[src/rtl/uart_rx_fifo_if.sv]
`default_nettype none
// ============================================================================
//  Module   : uart_rx_fifo_if
//  Brief    : Consumer-side bundle of uart_rx_fifo: head entry, flags and
//             the four-phase Receive/ReceiveAck handshake.
//  Revision : 1.0  initial release
// ============================================================================
interface uart_rx_fifo_if #(
    parameter int DATA_BITS = 8
);
    logic                 Receive;
    logic                 ReceiveAck;
    logic [DATA_BITS-1:0] Dout;
    logic                 parityErr;
    logic                 framingErr;
    logic                 overrun;
    logic                 ClearErr;

    modport master (
        output Receive, Dout, parityErr, framingErr, overrun,
        input  ReceiveAck, ClearErr
    );

    modport slave (
        input  Receive, Dout, parityErr, framingErr, overrun,
        output ReceiveAck, ClearErr
    );
endinterface
`default_nettype wire

[src/rtl/uart_rx_fifo.sv]
`default_nettype none
// ============================================================================
//  Module   : uart_rx_fifo
//  Brief    : Oversampling UART receiver with majority vote, parity/framing/
//             overrun flags and a FIFO drained by a four-phase handshake.
//  Revision : 1.0  initial release
// ============================================================================
module uart_rx_fifo #(
    parameter int CLK_FREQUENCY = 100_000_000,
    parameter int BAUD_RATE     = 19_200,
    parameter int DATA_BITS     = 8,
    parameter int PARITY_EN     = 1,
    parameter int PARITY        = 1,
    parameter int STOP_BITS     = 1,
    parameter int OVERSAMPLE    = 16,
    parameter int FIFO_DEPTH    = 4
) (
    input  logic           clk,
    input  logic           rst,
    input  logic           Sin,
    uart_rx_fifo_if.master bus
);
    localparam int c_div = CLK_FREQUENCY / (BAUD_RATE * OVERSAMPLE);
    localparam int c_tw  = (c_div > 2) ? $clog2(c_div) : 1;
    localparam int c_sw  = $clog2(OVERSAMPLE);
    localparam int c_aw  = $clog2(FIFO_DEPTH);
    localparam int c_ew  = DATA_BITS + 2;
    localparam int c_bw  = 4;
    localparam int c_mid = OVERSAMPLE / 2;

    generate
        if (c_div < 2) begin : g_div_check
            $error("uart_rx_fifo: CLK_FREQUENCY/(BAUD_RATE*OVERSAMPLE) must be >= 2");
        end
    endgenerate

    typedef enum logic [2:0] {
        S_IDLE  = 3'd0,
        S_START = 3'd1,
        S_DATA  = 3'd2,
        S_PAR   = 3'd3,
        S_STOP  = 3'd4
    } state_t;

    state_t                r_state;
    logic                  r_sync1, r_sync2, r_sync_prev;
    logic [c_tw-1:0]       r_tick_cnt;
    logic [c_sw-1:0]       r_samp_cnt;
    logic [c_bw-1:0]       r_bit_cnt;
    logic                  r_s0, r_s1;
    logic [DATA_BITS-1:0]  r_shift;
    logic                  r_par_err, r_frm_err;
    logic                  r_push;
    logic [c_ew-1:0]       r_push_data;

    logic w_tick, w_vote, w_fall, w_vote_now, w_bit_end;

    assign w_tick     = (r_tick_cnt == c_tw'(c_div - 1));
    assign w_fall     = r_sync_prev & ~r_sync2;
    // Third sample is the live synchronised input at the vote tick.
    assign w_vote     = (r_s0 & r_s1) | (r_s0 & r_sync2) | (r_s1 & r_sync2);
    assign w_vote_now = w_tick && (r_samp_cnt == c_sw'(c_mid + 1));
    assign w_bit_end  = w_tick && (r_samp_cnt == c_sw'(OVERSAMPLE - 1));

    always_ff @(posedge clk) begin
        if (rst) begin
            r_state     <= S_IDLE;
            r_sync1     <= 1'b1;
            r_sync2     <= 1'b1;
            r_sync_prev <= 1'b1;
            r_tick_cnt  <= '0;
            r_samp_cnt  <= '0;
            r_bit_cnt   <= '0;
            r_s0        <= 1'b1;
            r_s1        <= 1'b1;
            r_shift     <= '0;
            r_par_err   <= 1'b0;
            r_frm_err   <= 1'b0;
            r_push      <= 1'b0;
            r_push_data <= '0;
        end else begin
            r_sync1     <= Sin;
            r_sync2     <= r_sync1;
            r_sync_prev <= r_sync2;
            r_push      <= 1'b0;
            if (r_state == S_IDLE) begin
                // Counters held at zero so bit phase starts at the detected edge.
                r_tick_cnt <= '0;
                r_samp_cnt <= '0;
                r_bit_cnt  <= '0;
                if (w_fall) begin
                    r_state   <= S_START;
                    r_par_err <= 1'b0;
                    r_frm_err <= 1'b0;
                end
            end else begin
                r_tick_cnt <= w_tick ? '0 : r_tick_cnt + 1'b1;
                if (w_tick) begin
                    r_samp_cnt <= w_bit_end ? '0 : r_samp_cnt + 1'b1;
                    if (r_samp_cnt == c_sw'(c_mid - 1)) r_s0 <= r_sync2;
                    if (r_samp_cnt == c_sw'(c_mid))     r_s1 <= r_sync2;
                end
                case (r_state)
                    S_START: begin
                        if (w_vote_now && w_vote)
                            r_state <= S_IDLE;
                        else if (w_bit_end)
                            r_state <= S_DATA;
                    end
                    S_DATA: begin
                        if (w_vote_now)
                            r_shift <= {w_vote, r_shift[DATA_BITS-1:1]};
                        if (w_bit_end) begin
                            if (r_bit_cnt == c_bw'(DATA_BITS - 1)) begin
                                r_bit_cnt <= '0;
                                r_state   <= (PARITY_EN != 0) ? S_PAR : S_STOP;
                            end else begin
                                r_bit_cnt <= r_bit_cnt + 1'b1;
                            end
                        end
                    end
                    S_PAR: begin
                        if (w_vote_now)
                            r_par_err <= (((^r_shift) ^ w_vote) != (PARITY != 0));
                        if (w_bit_end)
                            r_state <= S_STOP;
                    end
                    S_STOP: begin
                        if (w_vote_now) begin
                            if (r_bit_cnt == c_bw'(STOP_BITS - 1)) begin
                                r_push      <= 1'b1;
                                r_push_data <= {r_shift, r_par_err, r_frm_err | ~w_vote};
                                r_state     <= S_IDLE;
                            end else begin
                                r_frm_err <= r_frm_err | ~w_vote;
                            end
                        end
                        if (w_bit_end)
                            r_bit_cnt <= r_bit_cnt + 1'b1;
                    end
                    default: r_state <= S_IDLE;
                endcase
            end
        end
    end

    // ---------------- FIFO and consumer handshake ----------------
    logic [c_ew-1:0]      r_mem [FIFO_DEPTH];
    logic [c_aw:0]        r_wr_ptr, r_rd_ptr;
    logic                 r_ack_prev, r_ackd, r_receive, r_overrun;
    logic [DATA_BITS-1:0] r_dout;
    logic                 r_perr, r_ferr;
    logic                 w_empty, w_full, w_pop, w_wr, w_ackd_next;

    assign w_empty     = (r_wr_ptr == r_rd_ptr);
    assign w_full      = (r_wr_ptr[c_aw] != r_rd_ptr[c_aw]) &&
                         (r_wr_ptr[c_aw-1:0] == r_rd_ptr[c_aw-1:0]);
    assign w_pop       = bus.ReceiveAck && !r_ack_prev && r_receive;
    // A pop frees the slot in the same cycle, so push+pop on full succeeds.
    assign w_wr        = r_push && (!w_full || w_pop);
    assign w_ackd_next = w_pop || (r_ackd && bus.ReceiveAck);

    always_ff @(posedge clk) begin
        if (w_wr)
            r_mem[r_wr_ptr[c_aw-1:0]] <= r_push_data;
    end

    always_ff @(posedge clk) begin
        if (rst) begin
            r_wr_ptr   <= '0;
            r_rd_ptr   <= '0;
            r_ack_prev <= 1'b0;
            r_ackd     <= 1'b0;
            r_receive  <= 1'b0;
            r_overrun  <= 1'b0;
            r_dout     <= '0;
            r_perr     <= 1'b0;
            r_ferr     <= 1'b0;
        end else begin
            r_ack_prev <= bus.ReceiveAck;
            r_ackd     <= w_ackd_next;
            r_receive  <= !w_empty && !w_ackd_next;
            if (w_wr)  r_wr_ptr <= r_wr_ptr + 1'b1;
            if (w_pop) r_rd_ptr <= r_rd_ptr + 1'b1;
            if (!w_empty)
                {r_dout, r_perr, r_ferr} <= r_mem[r_rd_ptr[c_aw-1:0]];
            if (r_push && w_full && !w_pop)
                r_overrun <= 1'b1;
            else if (bus.ClearErr)
                r_overrun <= 1'b0;
        end
    end

    assign bus.Receive    = r_receive;
    assign bus.Dout       = r_dout;
    assign bus.parityErr  = r_perr;
    assign bus.framingErr = r_ferr;
    assign bus.overrun    = r_overrun;
endmodule
`default_nettype wire

[src/flat_wrapper.sv]
// flat-port wrapper written by rule: the top's interface ports become plain ports
module uart_rx_fifo_flat 
#(
    parameter int CLK_FREQUENCY = 100_000_000,
    parameter int BAUD_RATE     = 19_200,
    parameter int DATA_BITS     = 8,
    parameter int PARITY_EN     = 1,
    parameter int PARITY        = 1,
    parameter int STOP_BITS     = 1,
    parameter int OVERSAMPLE    = 16,
    parameter int FIFO_DEPTH    = 4
)
  (clk, rst, Sin, bus_Receive, bus_Dout, bus_parityErr, bus_framingErr, bus_overrun, bus_ReceiveAck, bus_ClearErr);
  uart_rx_fifo_if #(.DATA_BITS(DATA_BITS)) bus_i ();
  input  logic clk;
  input  logic rst;
  input  logic Sin;
  output wire logic [$bits(bus_i.Receive)-1:0] bus_Receive;
  output wire logic [$bits(bus_i.Dout)-1:0] bus_Dout;
  output wire logic [$bits(bus_i.parityErr)-1:0] bus_parityErr;
  output wire logic [$bits(bus_i.framingErr)-1:0] bus_framingErr;
  output wire logic [$bits(bus_i.overrun)-1:0] bus_overrun;
  input wire logic [$bits(bus_i.ReceiveAck)-1:0] bus_ReceiveAck;
  input wire logic [$bits(bus_i.ClearErr)-1:0] bus_ClearErr;
  assign bus_Receive = bus_i.Receive;
  assign bus_Dout = bus_i.Dout;
  assign bus_parityErr = bus_i.parityErr;
  assign bus_framingErr = bus_i.framingErr;
  assign bus_overrun = bus_i.overrun;
  assign bus_i.ReceiveAck = bus_ReceiveAck;
  assign bus_i.ClearErr = bus_ClearErr;
  uart_rx_fifo #(.CLK_FREQUENCY(CLK_FREQUENCY), .BAUD_RATE(BAUD_RATE), .DATA_BITS(DATA_BITS), .PARITY_EN(PARITY_EN), .PARITY(PARITY), .STOP_BITS(STOP_BITS), .OVERSAMPLE(OVERSAMPLE), .FIFO_DEPTH(FIFO_DEPTH)) u_core (.clk(clk), .rst(rst), .Sin(Sin), .bus(bus_i));
endmodule
[config.mk]
export PLATFORM = sky130hd
export DESIGN_NAME = uart_rx_fifo_flat
export DESIGN_NICKNAME = d
export VERILOG_FILES = /design/src/rtl/uart_rx_fifo_if.sv /design/src/rtl/uart_rx_fifo.sv /design/src/flat_wrapper.sv
export SDC_FILE = /design/constraint.sdc
export NUM_CORES = 1
export LEC_CHECK = 0
export ABC_CLOCK_PERIOD_IN_PS = 4320
export BUFFER_PORTS_ARGS = -buffer_cell sky130_fd_sc_hd__buf_2
export CAP_MARGIN = 20
export CORE_ASPECT_RATIO = 0.7
export CORE_MARGIN = 8
export CORE_UTILIZATION = 29
export DETAILED_ROUTE_END_ITERATION = 12
export GPL_TIMING_DRIVEN = 0
export PLACE_DENSITY = 0.4
export SETUP_SLACK_MARGIN = 0.4
export SYNTH_ARGS = -nofsm -noshare
export SYNTH_HDL_FRONTEND = slang
export SYNTH_SLANG_ARGS = --single-unit
[constraint.sdc]
create_clock -name clk -period 4.32 [get_ports clk]
set_input_delay 0.648 -clock clk [delete_from_list [all_inputs] [get_ports clk]]
set_output_delay 0.648 -clock clk [all_outputs]
set_load 0.005 [all_outputs]
Word-level counts from Yosys, hierarchy flattened
Memory sizes are Yosys's and may differ from the RTL's. A register that Yosys moved wholly into a read port is not among the register bits. Index checks and enable logic that the tools add are counted. Widths: inputs -> output; s select.

Equal/unequal tests: 23. Add/sub/neg operators: 5. Reductions and logical operators: 38. Muxes and demuxes: 28. Bitwise operators: 14.

Operator list (number): $mux 3 (9); $mux 4 (4); $ne 3x1->1 const B (5); $reduce_and 3->1 (5); $mux 1 (13); $eq 4x4->1 const B (3); $pmux 3 s4 (1); $logic_and 1x1->1 (11); $reduce_bool 2->1 (5); $add 9x1->9 const B (1); $eq 9x9->1 const B (1); $add 4x1->4 const B (2); $eq 4x3->1 const B (2); $ne 2x1->1 const B (4); $pmux 4 s2 (1); $reduce_and 4->1 (2); $reduce_xor 8->1 (1); $reduce_and 7->1 (1); $add 3x1->3 const B (2); $eq 3x2->1 const B (2); $logic_not 1->1 (6); $not 1->1 (6); $and 1x1->1 (4); $logic_not 4->1 (1); 13 further kinds (16).

Bits in writable memories: 40. Memories kept: 1. Output and inout bits: 12. Flip-flop bits (word level): 56. Bits of input ports: 5. Word-level logic and storage cells: 129.

Memories: u_core.r_mem (words 4, width 10, rd ports 1, clocked after memory_dff 1, write ports 1, RTL line uart_rx_fifo.sv:148) `logic [c_ew-1:0] r_mem [FIFO_DEPTH];`.

Logic depth before layout (Yosys ltp)
Gate-level depths: netlist of run 1.

Depth in word-level cells: 9. Gate-level depth with buffers: 8. Depth with buffers taken out: 7.

Worst setup path after synthesis of run 1
OpenSTA, ideal clock, no wires.

Path kind: input -> register. Start: in bus_ReceiveAck. End: mem u_core.r_mem[3][0] in the netlist's numbering (enable). Arrival time: 1639 ps. Slack: 2330 ps. Stages: 3. Required time: 3969 ps. Path buffers: 0. Setup time: 351 ps. Cells stage by stage: nand3b_1 -> a41oi_1 -> and2_1.

Longest elaborated chain between the ends: 6.

RTL lines: start, declared (RTL line flat_wrapper.sv:23) `input wire logic [$bits(bus_i.ReceiveAck)-1:0] bus_ReceiveAck;`; $logic_and 1x1->1 (2 in a row) (RTL line uart_rx_fifo.sv:158) `assign w_pop = bus.ReceiveAck && !r_ack_prev && r_receive;`; $logic_or 1x1->1 (RTL line uart_rx_fifo.sv:160) `assign w_wr = r_push && (!w_full || w_pop);`; $logic_and 1x1->1 (RTL line uart_rx_fifo.sv:160); $mux 1 (RTL line uart_rx_fifo.sv:164) `if (w_wr)`; $mux 1 (implied by the code) (RTL line uart_rx_fifo.sv:165) `r_mem[r_wr_ptr[c_aw-1:0]] <= r_push_data;`; end, declared (RTL line uart_rx_fifo.sv:148).

No other way between the ends.

Worst setup path in the final report of run 1
Start: reg u_core.r_tick_cnt[0]. End: reg u_core.r_shift[1].

Longest elaborated chain between the ends: 3.

RTL lines: start, declared (RTL line uart_rx_fifo.sv:47) `logic [c_tw-1:0] r_tick_cnt;`; start signal, assigned (RTL line uart_rx_fifo.sv:97) `r_tick_cnt <= w_tick ? '0 : r_tick_cnt + 1'b1;`; $eq 9x9->1 (RTL line uart_rx_fifo.sv:58) `assign w_tick = (r_tick_cnt == c_tw'(c_div - 1));`; $logic_and 1x1->1 (RTL line uart_rx_fifo.sv:62) `assign w_vote_now = w_tick && (r_samp_cnt == c_sw'(c_mid + 1));`; $reduce_and 3->1 (no line); end signal, assigned (RTL line uart_rx_fifo.sv:112) `r_shift <= {w_vote, r_shift[DATA_BITS-1:1]};`; end, declared (RTL line uart_rx_fifo.sv:51) `logic [DATA_BITS-1:0] r_shift;`.

No other way between the ends. A chain may end at the register's enable or synchronous reset.

==> results.sh, run 1 <==
export IMPL_yosysSeqAreaShare_pct=57.2
export IMPL_initial_utilization_pct=29.9
export IMPL_skew_ps=8.19
export IMPL_arrival_ps=2540
export IMPL_drt_vias_per_instance=4.52
export IMPL_powerDensity_mw_per_mm2=386
export IMPL_avgSynthCellArea_um2=11.9
export IMPL_fmax_ghz=0.429
export IMPL_clockBufferDepth=2
export IMPL_hold_depth=1
export IMPL_syn_inst=370
export IMPL_rrSetupSlack_ps=1990
export IMPL_num_antenna_cells=0
export IMPL_outcome="finished clean"
export IMPL_ys_flop_type="dfxtp_1"
export IMPL_synth_edf_count=40
export IMPL_grt_max_degree=17
export IMPL_cp_start_kind="flip-flop"
export IMPL_clockPowerShare_pct=38.6
export IMPL_drt_iter0_drc=114
export IMPL_hold_end="u_core.r_sync2$_SDFF_PP1_"
export IMPL_dieWidth_um=163
export IMPL_layout_nets=413
export IMPL_antenna_found_initial=0
export IMPL_num_vias=2693
export IMPL_grt_overflow_total=0
export IMPL_drv_cap=0
export IMPL_yosys_area_top_type_share_pct=29.9
export IMPL_final_min_clock_period_ps=2330
export IMPL_slew_headroom_pct=36.9
export IMPL_gp_congestion=0.752
export IMPL_yosys_area_top_type="dfxtp_1"
export IMPL_worstRegToRegCells=6
export IMPL_setup_tns_ps=0
export IMPL_insertion_delay_ps=350
export IMPL_path_clk_slew_ps=70
export IMPL_setup_viol=0
export IMPL_switching_share_pct=24.0
export IMPL_cp_required_ps=4530
export IMPL_yosysWarnings=0
export IMPL_finalHoldViolations=0
export IMPL_antenna_left=0
export IMPL_root_buffer="clkbuf_16"
export IMPL_worst_setup_path_type="flip-flop to flip-flop"
export IMPL_holdBufCountCts=0
export IMPL_grt_pass1_wl_um=15000
export IMPL_htreeDepth=3
export IMPL_intPower_mw=1.47
export IMPL_cts_buffers=9
export IMPL_rsz0062_at_grt="no"
export IMPL_wl_per_cell_um=15.2
export IMPL_first_pass_iters=4
export IMPL_worstReg2RegStart="u_core.r_tick_cnt[0]$_SDFF_PP0_"
export IMPL_layout_setup_ws_ps=1990
export IMPL_fill_cells=1494
export IMPL_synthArstFlopShare_pct=0
export IMPL_combinationalPowerShare_pct=6.6
export IMPL_maxSlewViolCount=0
export IMPL_hold_path_class="flip-flop to flip-flop"
export IMPL_synth_area_leaders="dfxtp_1, edfxtp_1, mux2i_1"
export IMPL_fp_dieArea_mm2=0.0195
export IMPL_grt_pass1_vias=2735
export IMPL_synth_distinct_cells=45
export IMPL_cts_resized=0
export IMPL_portBuffers=15
export IMPL_die_height_um=119
export IMPL_hpwl_um=6330
export IMPL_ir_drop_uv=156
export IMPL_worst_pin_slew_ps=946
export IMPL_coreArea_mm2=0.0148
export IMPL_io_pins=17
export IMPL_regToRegEndpoint="u_core.r_shift[1]$_SDFFE_PP0P_"
export IMPL_place_ws_ps=1680
export IMPL_seqPwrFrac_pct=54.8
export IMPL_num_rows=37
export IMPL_drc=0
export IMPL_wirelength_um=9040
export IMPL_holdCritStartpoint="u_core.r_sync1$_SDFF_PP1_"
export IMPL_ys_ff_latch=106
export IMPL_crit_fanout=8
export IMPL_final_seq_area_mm2=0.00252
export IMPL_period_share_pct=54.0
export IMPL_cp_end_kind="flip-flop"
export IMPL_cts_setup_buffers=0
export IMPL_leakage_nw=1.85
export IMPL_final_layout_size_suffix_gt1_share_pct=12.7
export IMPL_grt_use_total_pct=9.94
export IMPL_syn_to_final_growth_pct=13.2
export IMPL_multiInputGateArea_mm2=0.00178
export IMPL_synth_area_mm2=0.00441
export IMPL_cts_tree="yes"
export IMPL_clock_sinks=106
export IMPL_p_sw_mw=0.463
export IMPL_syn_num_nets=387
## power by group through the flow
stage / sequential [mW] / combinational (mW) / clock [mW]
6_report: 1.06 / 0.128 / 0.744
3_5_place_dp: 1.08 / 0.130 / 0
4_1_cts: 1.06 / 0.130 / 0.780
5_1_grt: 1.06 / 0.150 / 0.814
2_1_floorplan: 1.07 / 0.0960 / 0
3_3_place_gp: 1.08 / 0.130 / 0
## cell usage after synthesis (2+ instances only)
library cell  number
mux4_2            10
inv_1             12
buf_1              3
edfxtp_1          40
a211o_1            2
a21oi_1            9
nand3b_1           4
a31oi_1            4
nor4_4             2
ha_1              12
nand2b_1           3
nor4b_1            2
nor2_1            58
and4b_1            2
nand3_1           11
o21ai_0            2
or2_2              6
xnor2_1           12
dfxtp_1           66
nor3b_1            3
nor4_1             2
nand4_1            2
nor3_1             7
xor2_1            13
clkbuf_1           9
nand4b_1           2
nand2_1           20
and2_1             5
mux2i_1           29
a2111oi_0          2
and3_1             2
## metal layers
metal	vias up	wire length [um]	share of wire, %	track usage, %
li1	1368	-	-	-
met5	-	0	0	0
met2	32	3750	42	14.3
met1	1287	4830	53	13.7
met3	6	373	4.1	3.75
met4	0	81	0.90	2.57
## state kept, by name, summed over array words and instances (netlist names), 3 cells and up
name                cells
u_core.bus.Dout         8
u_core.r_bit_cnt        4
u_core.r_mem           40
u_core.r_push_data     10
u_core.r_rd_ptr         3
u_core.r_samp_cnt       4
u_core.r_shift          8
u_core.r_state          3
u_core.r_tick_cnt       9
u_core.r_wr_ptr         3
## cell families (layout without fill, tap and decap cells)
family | count (synthesis) | after routing | synth area share (%)
AND/OR/NAND/NOR | 136 | 136 | 15.9
multiplexers | 39 | 39 | 11.7
XOR/XNOR | 26 | 26 | 5.47
buffers and inverters | 26 | 57 | 2.41
adder cells (fa/ha/maj) | 13 | 13 | 3.63
flip-flops | 106 | 106 | 57.2
AO/OA/AOI/OAI | 24 | 24 | 3.72
## through the flow
stage / instances / power, mW / area (um^2) / util (%) / hold WS [ps]
global route: 596 / 2.02 / 4990 / 33.8 / 443
finish: 596 / 1.93 / 4990 / 33.8 / 418
CTS: 596 / 1.97 / 4990 / 33.8 / 421
detailed placement: 580 / 1.21 / 4730 / 32.0 / 396
global placement: 580 / 1.21 / 4730 / 32.0 / 393
floorplan: 370 / 1.17 / 4410 / - / 389
## how the worst max path moves through the flow
stage                                          startpoint                                  to  slack, ps  cells after the start
after floorplan                            bus_ReceiveAck        u_core.r_mem[3][0]$_DFFE_PP_       2330                      3
after global placement                     bus_ReceiveAck        u_core.r_mem[3][2]$_DFFE_PP_       1670                      4
after detailed placement                   bus_ReceiveAck        u_core.r_mem[3][2]$_DFFE_PP_       1680                      4
after CTS                 u_core.r_tick_cnt[0]$_SDFF_PP0_  u_core.r_push_data[3]$_SDFFE_PP0P_       1970                      8
after global routing      u_core.r_tick_cnt[0]$_SDFF_PP0_      u_core.r_state[1]$_SDFFE_PP0P_       1760                      7
final                     u_core.r_tick_cnt[0]$_SDFF_PP0_      u_core.r_shift[1]$_SDFFE_PP0P_       1990                      6
## critical path, stage by stage, from the launching register on
cell      delay (ps)
dfxtp_1          370
inv_1             80
ha_1             150
nand4b_1         420
nor4_4           850
mux2i_1          260
nor2_1            50
## cell usage in the layout (no fill, tap or decap), types with 3 or more instances in the layout
| cell type | count |
|---|---|
| a21oi_1 | 9 |
| a31oi_1 | 4 |
| and2_1 | 5 |
| buf_1 | 3 |
| buf_2 | 16 |
| clkbuf_1 | 9 |
| clkbuf_16 | 9 |
| clkinv_1 | 4 |
| dfxtp_1 | 66 |
| edfxtp_1 | 40 |
| ha_1 | 12 |
| inv_1 | 12 |
| mux2i_1 | 29 |
| mux4_2 | 10 |
| nand2_1 | 20 |
| nand2b_1 | 3 |
| nand3_1 | 11 |
| nand3b_1 | 4 |
| nor2_1 | 58 |
| nor3_1 | 7 |
| nor3b_1 | 3 |
| or2_2 | 6 |
| xnor2_1 | 12 |
| xor2_1 | 13 |
## cell type report
class	count	area share (%)
buffer	14	1.23
clock buffer	9	4.51
clock inverter	7	0.727
inverter	12	0.902
multi-input combinational	238	35.7
sequential	106	50.5
tap	195	4.89
timing repair buffer	15	1.50
No activity file was read; power rests on OpenSTA's default activity.
==> inputs of run 2 (changes only) <==
--- a/config.mk
+++ b/config.mk
@@ -5,7 +5,7 @@
 export SDC_FILE = /design/constraint.sdc
 export NUM_CORES = 1
 export LEC_CHECK = 0
-export ABC_CLOCK_PERIOD_IN_PS = 4320
+export ABC_CLOCK_PERIOD_IN_PS = 2400
 export BUFFER_PORTS_ARGS = -buffer_cell sky130_fd_sc_hd__buf_2
 export CAP_MARGIN = 20
 export CORE_ASPECT_RATIO = 0.7
==> constraint.sdc (replaced) <==
create_clock -name clk -period 2.4 [get_ports clk]
set_input_delay 0.36 -clock clk [delete_from_list [all_inputs] [get_ports clk]]
set_output_delay 0.36 -clock clk [all_outputs]
set_load 0.005 [all_outputs]
==> run 2 against run 1 <==
Effect of this change: clock-buffer cell count is the same; critical path depth grew 1; wire length grew 4.4%; flip-flop and latch count is the same.
==> results.sh, run 2 (synthesis gave the netlist of run 1 again) <==
export IMPL_antenna_found_initial=0
export IMPL_placed_area_mm2=0.00473
export IMPL_worst_pin_slew_ps=702
export IMPL_drt_iter0_drc=116
export IMPL_fp_dieArea_mm2=0.0195
export IMPL_htreeDepth=3
export IMPL_cts_buffers=9
export IMPL_clock_sinks=106
export IMPL_fill_cells=1460
export IMPL_layout_nets=427
export IMPL_outcome="finished clean"
export IMPL_skew_ps=8.20
export IMPL_cts_tree="yes"
export IMPL_rsz0062_at_grt="yes"
export IMPL_insertion_delay_ps=350
export IMPL_placedCellCount=580
export IMPL_dieWidth_um=163
export IMPL_worst_setup_path_type="flip-flop to flip-flop"
export IMPL_drt_vias_per_instance=4.53
export IMPL_holdCritStartpoint="Sin"
export IMPL_holdBufCountCts=0
export IMPL_first_pass_iters=4
export IMPL_grt_pass1_wl_um=15300
export IMPL_clockBufferDepth=2
export IMPL_cp_start_kind="flip-flop"
export IMPL_drc=0
export IMPL_coreArea_mm2=0.0148
export IMPL_arrival_ps=2250
export IMPL_worstReg2RegStart="u_core.r_tick_cnt[3]$_SDFF_PP0_"
export IMPL_antenna_left=0
export IMPL_maxSlewViolCount=0
export IMPL_cp_required_ps=2600
export IMPL_setup_viol=0
export IMPL_layout_commonest_cell="dfxtp_1"
export IMPL_hold_path_class="primary input to flip-flop"
export IMPL_largest_reg_flops=40
export IMPL_post_route_util_pct=35.7
export IMPL_die_height_um=119
export IMPL_crit_fanout=7
export IMPL_drv_cap=0
export IMPL_leakage_nw=1.96
export IMPL_cp_end_kind="flip-flop"
export IMPL_root_buffer="clkbuf_16"
export IMPL_num_vias=2764
export IMPL_period_share_pct=85.7
export IMPL_hpwl_um=6330
export IMPL_num_rows=37
export IMPL_syn_to_final_growth_pct=19.4
export IMPL_finalHoldWorstSlack_ps=207
export IMPL_finalHoldViolations=0
export IMPL_fmax_ghz=0.486
export IMPL_portBuffers=15
export IMPL_io_pins=17
export IMPL_crit_start="u_core.r_tick_cnt[3]$_SDFF_PP0_"
export IMPL_grt_overflow_total=0
export IMPL_path_clk_slew_ps=70
export IMPL_num_antenna_cells=0
export IMPL_wl_per_cell_um=15.5
export IMPL_final_min_clock_period_ps=2060
export IMPL_ir_drop_uv=288
export IMPL_wirelength_um=9430
export IMPL_grt_pass1_vias=2789
export IMPL_grt_use_total_pct=10.1
export IMPL_final_cell_mix="dfxtp_1, nor2_1, edfxtp_1, mux2i_1, nand2_1"
export IMPL_initial_utilization_pct=29.9
export IMPL_gp_congestion=0.752
export IMPL_setup_tns_ps=0
export IMPL_fin_cells=610
export IMPL_final_layout_size_suffix_gt1_share_pct=22.2
export IMPL_powerDensity_mw_per_mm2=668
export IMPL_grt_max_degree=17
export IMPL_fin_area_mm2=0.00527
export IMPL_slew_headroom_pct=53.2
run 2: cell types whose count changed in the layout (fill, tap and decap cells not counted), sizes merged:
cell           delta
buf              +13
clkdlybuf4s18     +1
run 2: what timing repair did:
item	in CTS	in global routing
endpoints found under the setup margin	76	38
buffers inserted	6	7
pin swaps	5	5
resized for setup	26	23
cloned	1	0
run 2: worst max-delay path, cell delays in order (launching register included):
cell       delay [ps]
dfxtp_4           350
or4b_4            550
buf_12            170
nor4_4            210
buf_4             180
a2bb2oi_4         190
and4b_1           220
nor3_1             50
run 2: metrics by stage:
stage	power [mW]	worst slack, ps
6_report	3.52	343
5_1_grt	3.69	275
4_1_cts	3.55	381
3_5_place_dp	2.18	52.8
3_3_place_gp	2.18	41.3
2_1_floorplan	2.11	416
run 2: power by group:
group          leakage, nW  switching [mW]  internal, mW
registers            0.907          0.0308          1.88
clock network        0.125           0.647         0.690
logic                0.927           0.175        0.0975
run 2: layout make-up:
type	count	area, um^2	area share, %
buffer	14	85.1	1.61
clock buffer	9	225	4.27
clock inverter	7	36.3	0.689
inverter	12	45.0	0.855
multi-input combinational	238	1900	36.0
sequential	106	2530	48.1
tap	195	244	4.63
timing repair buffer	29	200	3.80
run 2: final timing paths:
| path | end | slack [ps] | cells after the start |
|---|---|---|---|
| setup / recovery | u_core.r_state[1]$_SDFFE_PP0P_ | 340 | 7 |
| hold / removal | u_core.r_sync1$_SDFF_PP1_ | 210 | 2 |
| setup reg to reg | u_core.r_state[1]$_SDFFE_PP0P_ | 340 | 7 |
| hold reg to reg | u_core.r_sync2$_SDFF_PP1_ | 420 | 1 |
run 2: layer usage:
layer	GRT usage, %	vias up	share of wire (%)
met4	2.57	0	1.2
li1	-	1398	-
met2	14.6	29	43
met1	13.9	1329	52
met5	0	-	0
met3	3.75	8	4.0
